===== config.mk =====
export PLATFORM = sky130hd
export DESIGN_NAME = word_shift_streamer
export DESIGN_NICKNAME = d
export VERILOG_FILES = /design/src/rtl/word_shift_pkg.sv /design/src/rtl/word_shift_buf.sv /design/src/rtl/word_shift_streamer.sv
export SDC_FILE = /design/constraint.sdc
export NUM_CORES = 1
export LEC_CHECK = 0
export ABC_CLOCK_PERIOD_IN_PS = 2800
export CAP_MARGIN = 20
export CORE_ASPECT_RATIO = 1.1
export CORE_UTILIZATION = 54
export CTS_CLUSTER_SIZE = 24
export DETAILED_ROUTE_END_ITERATION = 10
export PLACE_DENSITY = 0.86
export REMOVE_ABC_BUFFERS = 1
export SLEW_MARGIN = 20
export SYNTH_ARGS = -nofsm -noshare
export SYNTH_HDL_FRONTEND = slang
export SYNTH_HIERARCHICAL = 1
export SYNTH_SLANG_ARGS = --single-unit

===== constraint.sdc =====
create_clock -name clk -period 2.8 [get_ports clk]
set_input_delay 0.42 -clock clk [delete_from_list [all_inputs] [get_ports clk]]
set_output_delay 0.42 -clock clk [all_outputs]
set_load 0.05 [all_outputs]

===== src/rtl/word_shift_pkg.sv =====
// Shared types and defaults for the word shift streamer.
// Optional checksum output is enabled with WORD_SHIFT_CHECKSUM_EN.
package word_shift_pkg;

  localparam int XLEN_DEF    = 32;
  localparam int N_WORDS_DEF = 8;

  typedef enum logic [1:0] {
    ST_IDLE,
    ST_SHIFT,
    ST_DONE
  } state_e;

  localparam logic [31:0] ZERO_WORD = 32'h0;

endpackage


===== src/rtl/word_shift_buf.sv =====
// Parallel-load, shift-down word buffer; word 0 is the output word.
// Shared by all builds (see WORD_SHIFT_CHECKSUM_EN in the top).
module word_shift_buf
  import word_shift_pkg::*;
#(
  parameter int N_WORDS = N_WORDS_DEF,
  parameter int XLEN    = XLEN_DEF
) (
  input  logic                      clk,
  input  logic                      rst,
  input  logic                      load,
  input  logic                      shift,
  input  logic [N_WORDS*XLEN-1:0]   words_in,
  output logic [XLEN-1:0]           word0
);

  logic [N_WORDS-1:0][XLEN-1:0] sr_q;
  logic [N_WORDS-1:0][XLEN-1:0] sr_d;

  always_comb begin
    sr_d = sr_q;
    if (load) begin
      sr_d = words_in;
    end else if (shift) begin
      // zero word enters at the top as words drain out of slot 0
      sr_d = {XLEN'(ZERO_WORD), sr_q[N_WORDS-1:1]};
    end
  end

  always_ff @(posedge clk) begin
    if (rst) begin
      sr_q <= '0;
    end else begin
      sr_q <= sr_d;
    end
  end

  assign word0 = sr_q[0];

endmodule


===== src/rtl/word_shift_streamer.sv =====
// Captures N_WORDS words and streams them with destination indices.
// Define WORD_SHIFT_CHECKSUM_EN to add the running checksum output.
module word_shift_streamer
  import word_shift_pkg::*;
#(
  parameter int N_WORDS   = N_WORDS_DEF,
  parameter int XLEN      = XLEN_DEF,
  parameter int ADDR_W    = 5,
  parameter int BASE_ADDR = 1
) (
  input  logic                    clk,
  input  logic                    rst,
  input  logic                    start,
  input  logic [N_WORDS*XLEN-1:0] words_in,
  output logic                    out_valid,
  input  logic                    out_ready,
  output logic [XLEN-1:0]         out_data,
  output logic [ADDR_W-1:0]       out_idx,
  output logic                    busy,
  output logic                    done
`ifdef WORD_SHIFT_CHECKSUM_EN
  ,
  output logic [XLEN-1:0]         checksum
`endif
);

  localparam int CNT_W = $clog2(N_WORDS) + 1;
  localparam logic [CNT_W-1:0] LAST = CNT_W'(N_WORDS - 1);

  state_e           state_q;
  state_e           state_d;
  logic [CNT_W-1:0] cnt_q;
  logic [CNT_W-1:0] cnt_d;
  logic             load;
  logic             shift;
  logic [XLEN-1:0]  word0;

  word_shift_buf #(
    .N_WORDS (N_WORDS),
    .XLEN    (XLEN)
  ) u_buf (
    .clk      (clk),
    .rst      (rst),
    .load     (load),
    .shift    (shift),
    .words_in (words_in),
    .word0    (word0)
  );

  always_comb begin
    state_d = state_q;
    cnt_d   = cnt_q;
    load    = 1'b0;
    shift   = 1'b0;
    unique case (state_q)
      ST_IDLE: begin
        if (start) begin
          load    = 1'b1;
          cnt_d   = '0;
          state_d = ST_SHIFT;
        end
      end
      ST_SHIFT: begin
        if (out_ready) begin
          shift = 1'b1;
          cnt_d = cnt_q + CNT_W'(1);
          if (cnt_q == LAST) begin
            state_d = ST_DONE;
          end
        end
      end
      ST_DONE: begin
        state_d = ST_IDLE;
      end
      default: begin
        state_d = ST_IDLE;
      end
    endcase
  end

  always_ff @(posedge clk) begin
    if (rst) begin
      state_q <= ST_IDLE;
      cnt_q   <= '0;
    end else begin
      state_q <= state_d;
      cnt_q   <= cnt_d;
    end
  end

  assign out_valid = (state_q == ST_SHIFT);
  assign busy      = (state_q != ST_IDLE);
  assign done      = (state_q == ST_DONE);
  assign out_data  = out_valid ? word0 : '0;
  // index wraps modulo 2^ADDR_W by truncation
  assign out_idx   = out_valid
                   ? ADDR_W'(BASE_ADDR) + ADDR_W'(cnt_q)
                   : '0;

`ifdef WORD_SHIFT_CHECKSUM_EN
  logic [XLEN-1:0] csum_q;
  logic [XLEN-1:0] csum_d;

  always_comb begin
    csum_d = csum_q;
    if (load) begin
      csum_d = '0;
    end else if (shift) begin
      csum_d = csum_q + word0;
    end
  end

  always_ff @(posedge clk) begin
    if (rst) begin
      csum_q <= '0;
    end else begin
      csum_q <= csum_d;
    end
  end

  assign checksum = csum_q;
`endif

endmodule


==> reports/summary.txt, run 1 <==
Clock Tree Buf Depth -> 3
EDFF count, synth -> 0
Setup CP Type -> reg2out
Fmax achieved -> 0.3787 GHz
Post-CTS Setup Bufs -> 0
HPWL after detailed placement -> 19,670 um
Internal -> 7134 uW
Switching Fraction -> 0.2425
hold path start -> words_in[244]
WL final -> 30,360 um
vias per cell -> 5.533
actual slew at the worst max-slew pin -> 0.8196 ns
Initial Util -> 0.5486
layout cells sized above 1 -> 0.07400
Critical Path Max Stage Delay -> 0.82 ns
clk root buf -> clkbuf_16
Ports -> 300
post-synth top area share -> 0.4196
Overflow after GRT -> 0
Via Count -> 9,827
TNS Setup -> 0 ns
Synth Area per Inst -> 9.985 sq um
Leak -> 0.005776 uW
synth top area cells -> dfxtp_1 42%, mux2i_1 18%, a211oi_1 14%
Max IR drop VDD -> 0.4122 mV
placed cell area -> 15,620 sq um
Psw -> 2284 uW
P per Cell Area -> 569.2 nW/um^2
DR iter-0 viols -> 394
htree depth -> 1
mean routed wirelength per cell -> 17.10 um
largest net degree at the start of global routing -> 152
Slew HR -> 0.4536
NumNets Final -> 1,715
Die X -> 147.1 um
Yosys warnings -> 6
top post-synthesis cells by count -> 262 x dfxtp_1, 225 x a211oi_1, 225 x mux2i_1, 225 x nor2b_1, 68 x clkbuf_1
Resize count post-CTS -> 0
Crit-path slowest cell -> clkdlybuf4s50_1
clock network power share -> 0.389
first drt pass iteration count -> 4
Final Max Slew Viols -> 0
Synth Instances -> 1,252
largest area contributor in the netlist -> dfxtp_1
setup ws final -> 0.1591 ns
global-route wire length before repair -> 48,640 um
Post-Syn Area -> 12,500 sq um
Finished Cell Area -> 16,540 sq um
gpl congestion -> 0.7939
CP startpoint kind -> register
top_reg_cell synth -> dfxtp_1
WP data arrival -> 2.22 ns
count of final hold-check violations -> 0
gr usage total -> 0.2462
hold path depth -> 3
Flop pwr share -> 0.446
Final Skew -> 0.01093 ns
hold crit path type -> in2reg
status -> complete, no violations
# setup viols final -> 0
die height -> 161.6 um
Unique masters post-synth -> 32
area grow syn2layout -> 32.35%
Port Buf Inserts -> 299
CTS clock-pin slew for the worst setup and hold paths -> 0.06 ns
max-cap viol count -> 0
CTS Sinks -> 262
Reg2Reg Depth -> 5
Seq/Total Area, Yosys -> 0.4196
RR Startpoint -> state_q[0]$_SDFFE_PP0P_
Clock Latency Late Sink -> 0.52 ns
R2R Setup Slk -> 0.77 ns
die area -> 23,760 sq um
Worst Hold Path EP -> u_buf/sr_q[244]$_SDFFE_PP0P_
Core ar. -> 22,790 sq um
min Tclk post-route -> 2.641 ns
endpoint of the lowest-slack register-to-register path -> u_buf/sr_q[207]$_SDFFE_PP0P_
Critical Path, Cell by Cell -> ha_1 > xnor2_1 > nor2_1 > clkdlybuf4s50_1
Filler cells -> 1,600
unrepaired setup endpoints after global routing -> false
ys async rst share -> 0
Yosys reg bits -> 262
Num CTS Buffers -> 26
CTS Hold Bufs -> 0
Row Count -> 58
CP required -> 2.38 ns
combinational power share -> 0.165
period utilization -> 0.9432
vias in the first global route -> 9,956
top-count cell post-synth -> dfxtp_1
post-route ant nets -> 0
antenna violations before repair -> 2
CP Max Fanout -> 5
# DRC -> 0
Placement Setup Slack -> 0.5237 ns
CTS tree -> yes
CP Capture Type -> output pin
==> flip-flops by register name (all words and copies together), names as in the netlist <==
name and flops:
u_buf/word0 32, cnt_q 4, state_q 2, u_buf/sr_q 224
==> per-layer routing <==
metal | vias to the layer above | routed length [um] | GRT usage
met5 | - | 0 | 0
met2 | 283 | 14640 | 0.4228
met4 | 0 | 1267 | 0.1115
li1 | 4848 | - | -
met1 | 4611 | 12980 | 0.3054
met3 | 85 | 1466 | 0.03390
==> cell families after synthesis <==
group	synth area share
simple gates	0.1704
mux	0.1802
fa+ha+maj	0.001001
flops	0.4196
compound gates	0.1517
xor+xnor	0.001402
buf+inv	0.07577
==> cells in the final DEF, fill, tap and decap left out, types with 2 or more instances in the layout <==
cell | Yosys | routed
a211oi_1 | 225 | 225
a21oi_1 | 35 | 35
and2_1 | 34 | 33
buf_12 | 0 | 44
buf_4 | 38 | 16
bufinv_16 | 0 | 3
clkbuf_1 | 68 | 4
clkbuf_16 | 0 | 27
clkbuf_8 | 0 | 9
clkdlybuf4s50_1 | 0 | 263
clkinv_2 | 0 | 4
dfxtp_1 | 262 | 262
diode_2 | 0 | 3
inv_1 | 3 | 3
mux2i_1 | 225 | 225
nand2_1 | 33 | 33
nand3_1 | 2 | 2
nand4b_1 | 2 | 2
nor2_1 | 7 | 6
nor2b_1 | 225 | 225
o21ai_0 | 2 | 2
or3b_1 | 32 | 32
xnor2_1 | 2 | 2
==> critical path, delay by kind of cell (launching register included) <==
family	cells	cell delay, ns
AND/OR/NAND/NOR	1	0.12
adder cells (fa/ha/maj)	1	0.27
XOR/XNOR	1	0.14
buffers and inverters	1	0.82
flip-flops	1	0.36
==> power by group through the flow <==
| stage | clock, uW | combinational, uW | sequential [uW] |
|---|---|---|---|
| 3_3_place_gp | 0 | 1510 | 4260 |
| 6_report | 3660 | 1550 | 4200 |
| 2_1_floorplan | 0 | 991 | 4220 |
| 5_1_grt | 3870 | 1680 | 4230 |
| 4_1_cts | 3730 | 1560 | 4200 |
| 3_5_place_dp | 0 | 1540 | 4270 |
==> area by class of cell <==
cell class	instances	area, sq um	area share
Sequential cell	262	5245	0.3170
Inverter	4	20.02	0.001210
Timing Repair Buffer	325	3660	0.2212
Tap cell	300	375.4	0.02269
Multi-Input combinational cell	835	6319	0.3819
Clock buffer	39	800.8	0.04840
Antenna cell	3	7.507	0.0004538
Clock inverter	8	117.6	0.007109
==> per-stage QoR <==
stage	std cells	power (uW)	hold WS, ns	util
3_5_place_dp	1726	5817	0.5049	0.6853
4_1_cts	1773	9488	0.4420	0.7256
5_1_grt	1775	9775	0.4541	0.7260
2_1_floorplan	1101	5210	0.4647	-
6_report	1776	9418	0.4578	0.7261
3_3_place_gp	1726	5770	0.4854	0.6853
==> worst max path at each step <==
stage	start	endpoint	slack, ns	depth (start not counted)
2_1_floorplan	state_q[0]$_SDFFE_PP0P_	u_buf/sr_q[100]$_SDFFE_PP0P_	-9.64	4
3_3_place_gp	out_ready	u_buf/sr_q[88]$_SDFFE_PP0P_	0.56	5
3_5_place_dp	start	u_buf/sr_q[217]$_SDFFE_PP0P_	0.52	6
4_1_cts	cnt_q[0]$_SDFFE_PP0P_	out_idx[4]	0.05	4
5_1_grt	cnt_q[0]$_SDFFE_PP0P_	out_idx[2]	0.08	4
6_report	cnt_q[0]$_SDFFE_PP0P_	out_idx[2]	0.16	4
Power figures use the tool's default switching activity.
==> inputs of run 2 (changes only) <==
--- a/config.mk
+++ b/config.mk
@@ -11,7 +11,7 @@
 export CORE_UTILIZATION = 54
 export CTS_CLUSTER_SIZE = 24
 export DETAILED_ROUTE_END_ITERATION = 10
-export PLACE_DENSITY = 0.86
+export PLACE_DENSITY = 0.93
 export REMOVE_ABC_BUFFERS = 1
 export SLEW_MARGIN = 20
 export SYNTH_ARGS = -nofsm -noshare
==> reports/summary.txt, run 2 (synthesis gave the netlist of run 1 again) <==
status -> complete, no violations
Resize count post-CTS -> 0 (unchanged)
Overflow after GRT -> 0 (unchanged)
period utilization -> 0.9372 (-0.006026)
Setup CP Type -> reg2out
area grow syn2layout -> 32.29% (about the same)
Leak -> 0.005765 uW (-0.18%)
Fmax achieved -> 0.3811 GHz (+0.64%)
# DRC -> 0 (unchanged)
mean routed wirelength per cell -> 17.75 um (+3.8%)
Max IR drop VDD -> 0.4292 mV (+4.1%)
Crit-path slowest cell -> clkdlybuf4s50_1
hold crit path type -> in2reg
die area -> 23,760 sq um (unchanged)
gr usage total -> 0.2567 (+0.01053)
Critical Path, Cell by Cell -> ha_1 > xnor2_1 > nor2_1 > clkdlybuf4s50_1
Clock Tree Buf Depth -> 3 (unchanged)
layout cells sized above 1 -> 0.07400 (unchanged)
Placement Setup Slack -> 0.5157 ns (-0.008030 ns)
# setup viols final -> 0 (unchanged)
commonest non-fill, non-tap cells in the layout -> 263 x clkdlybuf4s50_1, 262 x dfxtp_1, 225 x nor2b_1, 225 x mux2i_1, 225 x a211oi_1
placed cell area -> 15,670 sq um (+0.34%)
NumNets Final -> 1,718 (+0.17%)
P per Cell Area -> 561.9 nW/um^2 (-1.3%)
vias in the first global route -> 10,240 (+2.9%)
Via Count -> 9,995 (+1.7%)
Ports -> 300 (unchanged)
clk root buf -> clkbuf_16
met2 Track Usage GR -> 0.4610 (+0.03816)
first drt pass iteration count -> 5 (+1)
Filler cells -> 1,559 (-2.6%)
Die X -> 147.1 um (unchanged)
actual slew at the worst max-slew pin -> 0.5807 ns (-0.2389 ns)
die height -> 161.6 um (unchanged)
Port Buf Inserts -> 299 (unchanged)
WP data arrival -> 2.20 ns (-0.02 ns)
Flop pwr share -> 0.453 (+0.007)
commonest non-fill, non-tap cell in the layout -> clkdlybuf4s50_1
Clock Latency Late Sink -> 0.52 ns (about the same)
DR iter-0 viols -> 478 (+21%)
post-route ant nets -> 0 (unchanged)
Row Count -> 58 (unchanged)
combinational power share -> 0.170 (+0.005)
CP Capture Type -> output pin
Internal -> 6970 uW (-2.3%)
worst setup path startpoint -> cnt_q[0]$_SDFFE_PP0P_
Post-CTS Setup Bufs -> 0 (unchanged)
count of final hold-check violations -> 0 (unchanged)
CP required -> 2.38 ns (about the same)
setup ws final -> 0.1760 ns (+0.01687 ns)
largest net degree at the start of global routing -> 148 (-2.6%)
RR Startpoint -> state_q[0]$_SDFFE_PP0P_
Initial Util -> 0.5486 (unchanged)
CTS Sinks -> 262 (unchanged)
CP Max Fanout -> 5 (unchanged)
WL final -> 31,490 um (+3.7%)
gpl congestion -> 0.8100 (+2.0%)
htree depth -> 1 (unchanged)
Non-Filler Instances -> 1,774 (-0.11%)
Most Crowded Layer GR -> met2
Critical Path Max Stage Delay -> 0.81 ns (about the same)
max FFs per register -> 224 (unchanged)
antenna violations before repair -> 1 (-1)
CTS tree -> yes
Finished Cell Area -> 16,540 sq um (about the same)
HPWL after detailed placement -> 20,450 um (+4.0%)
Psw -> 2322 uW (+1.7%)
Num CTS Buffers -> 27 (+3.8%)
M3 GR Usage -> 0.04266 (+0.008757)
Final Max Slew Viols -> 0 (unchanged)
Switching Fraction -> 0.2499 (+0.007371)
Placed Cells -> 1,728 (+0.12%)
Slew HR -> 0.6128 (+0.1592)
vias per cell -> 5.634 (+1.8%)
hold path start -> words_in[242]
max-cap viol count -> 0 (unchanged)
min Tclk post-route -> 2.624 ns (-0.01687 ns)
met1 usage -> 0.3044 (-0.001069)
global-route wire length before repair -> 50,390 um (+3.6%)
Final Skew -> 0.008655 ns (-0.002276 ns)
Tot Pwr -> 9292 uW (-1.3%)
CTS Hold Bufs -> 0 (unchanged)
CP startpoint kind -> register
clock network power share -> 0.378 (-0.011)
Core ar. -> 22,790 sq um (unchanged)
CTS clock-pin slew for the worst setup and hold paths -> 0.06 ns (about the same)
unrepaired setup endpoints after global routing -> false
Most flops, register -> u_buf/sr_q
==> run 2: changes by cell type in the layout (fill, tap and decap cells not counted) <==
cell        previous run  this run
buf_12                44        47
clkbuf_8               9         6
diode_2                3         1
buf_4                 16        15
bufinv_16              3         2
clkinv_4               0         1
clkinvlp_4             1         2
==> run 2: final timing paths <==
| path | end | slack (ns) | cells past startpoint |
|---|---|---|---|
| worst max-delay path | out_idx[2] | 0.18 | 4 |
| worst min-delay path | u_buf/sr_q[242]$_SDFFE_PP0P_ | 0.46 | 3 |
| worst max register to register | u_buf/sr_q[88]$_SDFFE_PP0P_ | 0.73 | 6 |
| worst min register to register | cnt_q[1]$_SDFFE_PP0P_ | 0.51 | 2 |
==> run 2: area by class of cell <==
type | count | area [sq um] | share of cell area
multi-input combinational | 835 | 6319 | 0.3821
sequential | 262 | 5245 | 0.3172
timing repair buffer | 327 | 3712 | 0.2245
clock buffer | 36 | 759.5 | 0.04593
tap | 300 | 375.4 | 0.02270
clock inverter | 9 | 103.9 | 0.006280
inverter | 4 | 20.02 | 0.001211
antenna | 1 | 2.502 | 0.0001513
==> run 2: metal layers <==
metal / wire [um] / vias to the layer above
li1: - / 4835
met5: 0 / -
met3: 1698 / 70
met2: 15760 / 308
met1: 12980 / 4782
met4: 1050 / 0
==> run 2: metrics by stage <==
stage | hold slack [ns] | utilization | setup TNS, ns
global route | 0.4542 | 0.7257 | 0
finish | 0.4590 | 0.7257 | 0
global placement | 0.4867 | 0.6876 | 0
detailed placement | 0.4962 | 0.6876 | 0
floorplan | 0.4647 | - | -2377.26
CTS | 0.4417 | 0.7255 | 0
==> run 2: power by group through the flow <==
stage                     registers [uW]  logic, uW  clock network [uW]
final                               4210       1580                3510
after global routing                4230       1690                3720
after CTS                           4200       1580                3550
after detailed placement            4270       1560                   0
after global placement              4260       1520                   0
after floorplan                     4220        991                   0
==> run 2: critical path, delay by kind of cell, from the launching register on <==
family | cells | cell delay (ns)
buffers and inverters | 1 | 0.81
AND/OR/NAND/NOR | 1 | 0.12
flip-flops | 1 | 0.35
XOR/XNOR | 1 | 0.14
adder cells (fa/ha/maj) | 1 | 0.27
==> inputs of run 3 (changes only) <==
--- a/config.mk
+++ b/config.mk
@@ -8,6 +8,7 @@
 export ABC_CLOCK_PERIOD_IN_PS = 2800
 export CAP_MARGIN = 20
 export CORE_ASPECT_RATIO = 1.1
+export CORE_MARGIN = 2
 export CORE_UTILIZATION = 54
 export CTS_CLUSTER_SIZE = 24
 export DETAILED_ROUTE_END_ITERATION = 10
==> reports/summary.txt, run 3 (synthesis gave the netlist of run 1 again) <==
status -> complete, no violations
HPWL after detailed placement -> 20,150 um (-1.4%)
clk root buf -> clkbuf_16
CP required -> 2.38 ns (about the same)
hold crit path type -> in2reg
CTS Sinks -> 262 (unchanged)
NumNets Final -> 1,710 (-0.47%)
CP Max Fanout -> 5 (unchanged)
max-cap viol count -> 0 (unchanged)
global-route wire length before repair -> 50,620 um (+0.45%)
Via Count -> 9,982 (-0.13%)
die area -> 24,380 sq um (+2.6%)
Most flops, register -> u_buf/sr_q
# setup viols final -> 0 (unchanged)
commonest non-fill, non-tap cells in the layout -> 263 x clkdlybuf4s50_1, 262 x dfxtp_1, 225 x nor2b_1, 225 x mux2i_1, 225 x a211oi_1
largest net degree at the start of global routing -> 148 (unchanged)
setup ws final -> 0.1571 ns (-0.01885 ns)
Initial Util -> 0.5486 (unchanged)
max FFs per register -> 224 (unchanged)
CP startpoint kind -> register
area grow syn2layout -> 31.82%
CTS tree -> yes
Max IR drop VDD -> 0.3666 mV (-15%)
WL final -> 31,570 um (+0.24%)
P per Cell Area -> 566.4 nW/um^2 (+0.80%)
actual slew at the worst max-slew pin -> 0.7836 ns (+0.2029 ns)
Final Max Slew Viols -> 0 (unchanged)
DR iter-0 viols -> 534 (+12%)
gpl congestion -> 0.8120 (+0.25%)
count of final hold-check violations -> 0 (unchanged)
Ports -> 300 (unchanged)
# DRC -> 0 (unchanged)
layout cells sized above 1 -> 0.06885 (-0.005151)
mean routed wirelength per cell -> 17.83 um (+0.47%)
Row Count -> 58 (unchanged)
Num CTS Buffers -> 27 (unchanged)
vias per cell -> 5.640 (about the same)
Filler cells -> 1,521 (-2.4%)
commonest non-fill, non-tap cell in the layout -> clkdlybuf4s50_1
CTS clock-pin slew for the worst setup and hold paths -> 0.06 ns (about the same)
unrepaired setup endpoints after global routing -> false
first drt pass iteration count -> 4 (-1)
CP Capture Type -> output pin
Tot Pwr -> 9333 uW (+0.44%)
Fmax achieved -> 0.3784 GHz (-0.71%)
min Tclk post-route -> 2.643 ns (+0.01885 ns)
post-route ant nets -> 0 (unchanged)
Clock Tree Buf Depth -> 3 (unchanged)
Core Util, Final -> 0.7232 (-0.002580)
period utilization -> 0.9439 (+0.006732)
WP data arrival -> 2.22 ns (+0.02 ns)
Slew HR -> 0.4776 (-0.1353)
Die X -> 149.1 um (+1.4%)
Final Skew -> 0.007708 ns (-0.0009466 ns)
Core ar. -> 22,790 sq um (unchanged)
Clock Latency Late Sink -> 0.52 ns (about the same)
htree depth -> 1 (unchanged)
Port Buf Inserts -> 299 (unchanged)
Setup CP Type -> reg2out
Post-CTS Setup Bufs -> 0 (unchanged)
Leak -> 0.005734 uW (-0.54%)
Overflow after GRT -> 0 (unchanged)
die height -> 163.6 um (+1.2%)
gr usage total -> 0.2515 (-0.005225)
Placement Setup Slack -> 0.4238 ns (-0.09187 ns)
antenna violations before repair -> 2 (+1)
vias in the first global route -> 10,240 (-0.020%)
## run 3: report_power, final
| group | switching [uW] | total [uW] | leakage, uW | internal [uW] |
|---|---|---|---|---|
| combinational | 708 | 1560 | 0.00314 | 857 |
| sequential | 169 | 4200 | 0.00217 | 4030 |
| clock | 1450 | 3560 | 0.000431 | 2120 |
## run 3: worst paths after layout
check                                                     to               startpoint  cells after the start  slack [ns]
worst max-delay path                              out_idx[2]    cnt_q[0]$_SDFFE_PP0P_                      4        0.16
worst min-delay path            u_buf/sr_q[230]$_SDFFE_PP0P_            words_in[230]                      3        0.46
worst max register to register   u_buf/sr_q[53]$_SDFFE_PP0P_  state_q[0]$_SDFFE_PP0P_                      6        0.67
worst min register to register         cnt_q[1]$_SDFFE_PP0P_    cnt_q[1]$_SDFFE_PP0P_                      2        0.52
## run 3: per-layer routing
layer / GRT usage / part of all wire / vias up
met4: 0.09610 / 0.033 / 0
met3: 0.03687 / 0.055 / 78
met1: 0.3139 / 0.41 / 4733
met2: 0.4382 / 0.50 / 329
li1: - / - / 4842
met5: 0 / 0 / -
## run 3: metrics by stage
| step | instances | hold WS [ns] | area, sq um | setup TNS (ns) |
|---|---|---|---|---|
| 4_1_cts | 1767 | 0.4381 | 16470 | 0 |
| 6_report | 1770 | 0.4562 | 16480 | 0 |
| 2_1_floorplan | 1101 | 0.4647 | 11570 | -2377.26 |
| 3_3_place_gp | 1720 | 0.4861 | 15600 | 0 |
| 5_1_grt | 1769 | 0.4509 | 16480 | 0 |
| 3_5_place_dp | 1720 | 0.4910 | 15600 | 0 |
## run 3: final cells by class
class                           instances  area, sq um  share of cell area
Inverter                                4        20.02            0.001215
Clock inverter                         11        132.6            0.008049
Multi-Input combinational cell        835         6319              0.3834
Tap cell                              300        375.4             0.02278
Sequential cell                       262         5245              0.3183
Antenna cell                            3        7.507           0.0004556
Clock buffer                           36        739.5             0.04487
Timing Repair Buffer                  319         3640              0.2209
## run 3: worst max-delay path: stages (launching register included)
cell and delay (ns):
dfxtp_1 0.40, ha_1 0.28, xnor2_1 0.10, nor2_1 0.11, clkdlybuf4s50_1 0.81
## run 3: timing repair
item / 4_1_cts / 5_1_grt
hold buffers: 0 / 0
setup endpoints to repair: 0 / 1
resized for setup: 0 / 1
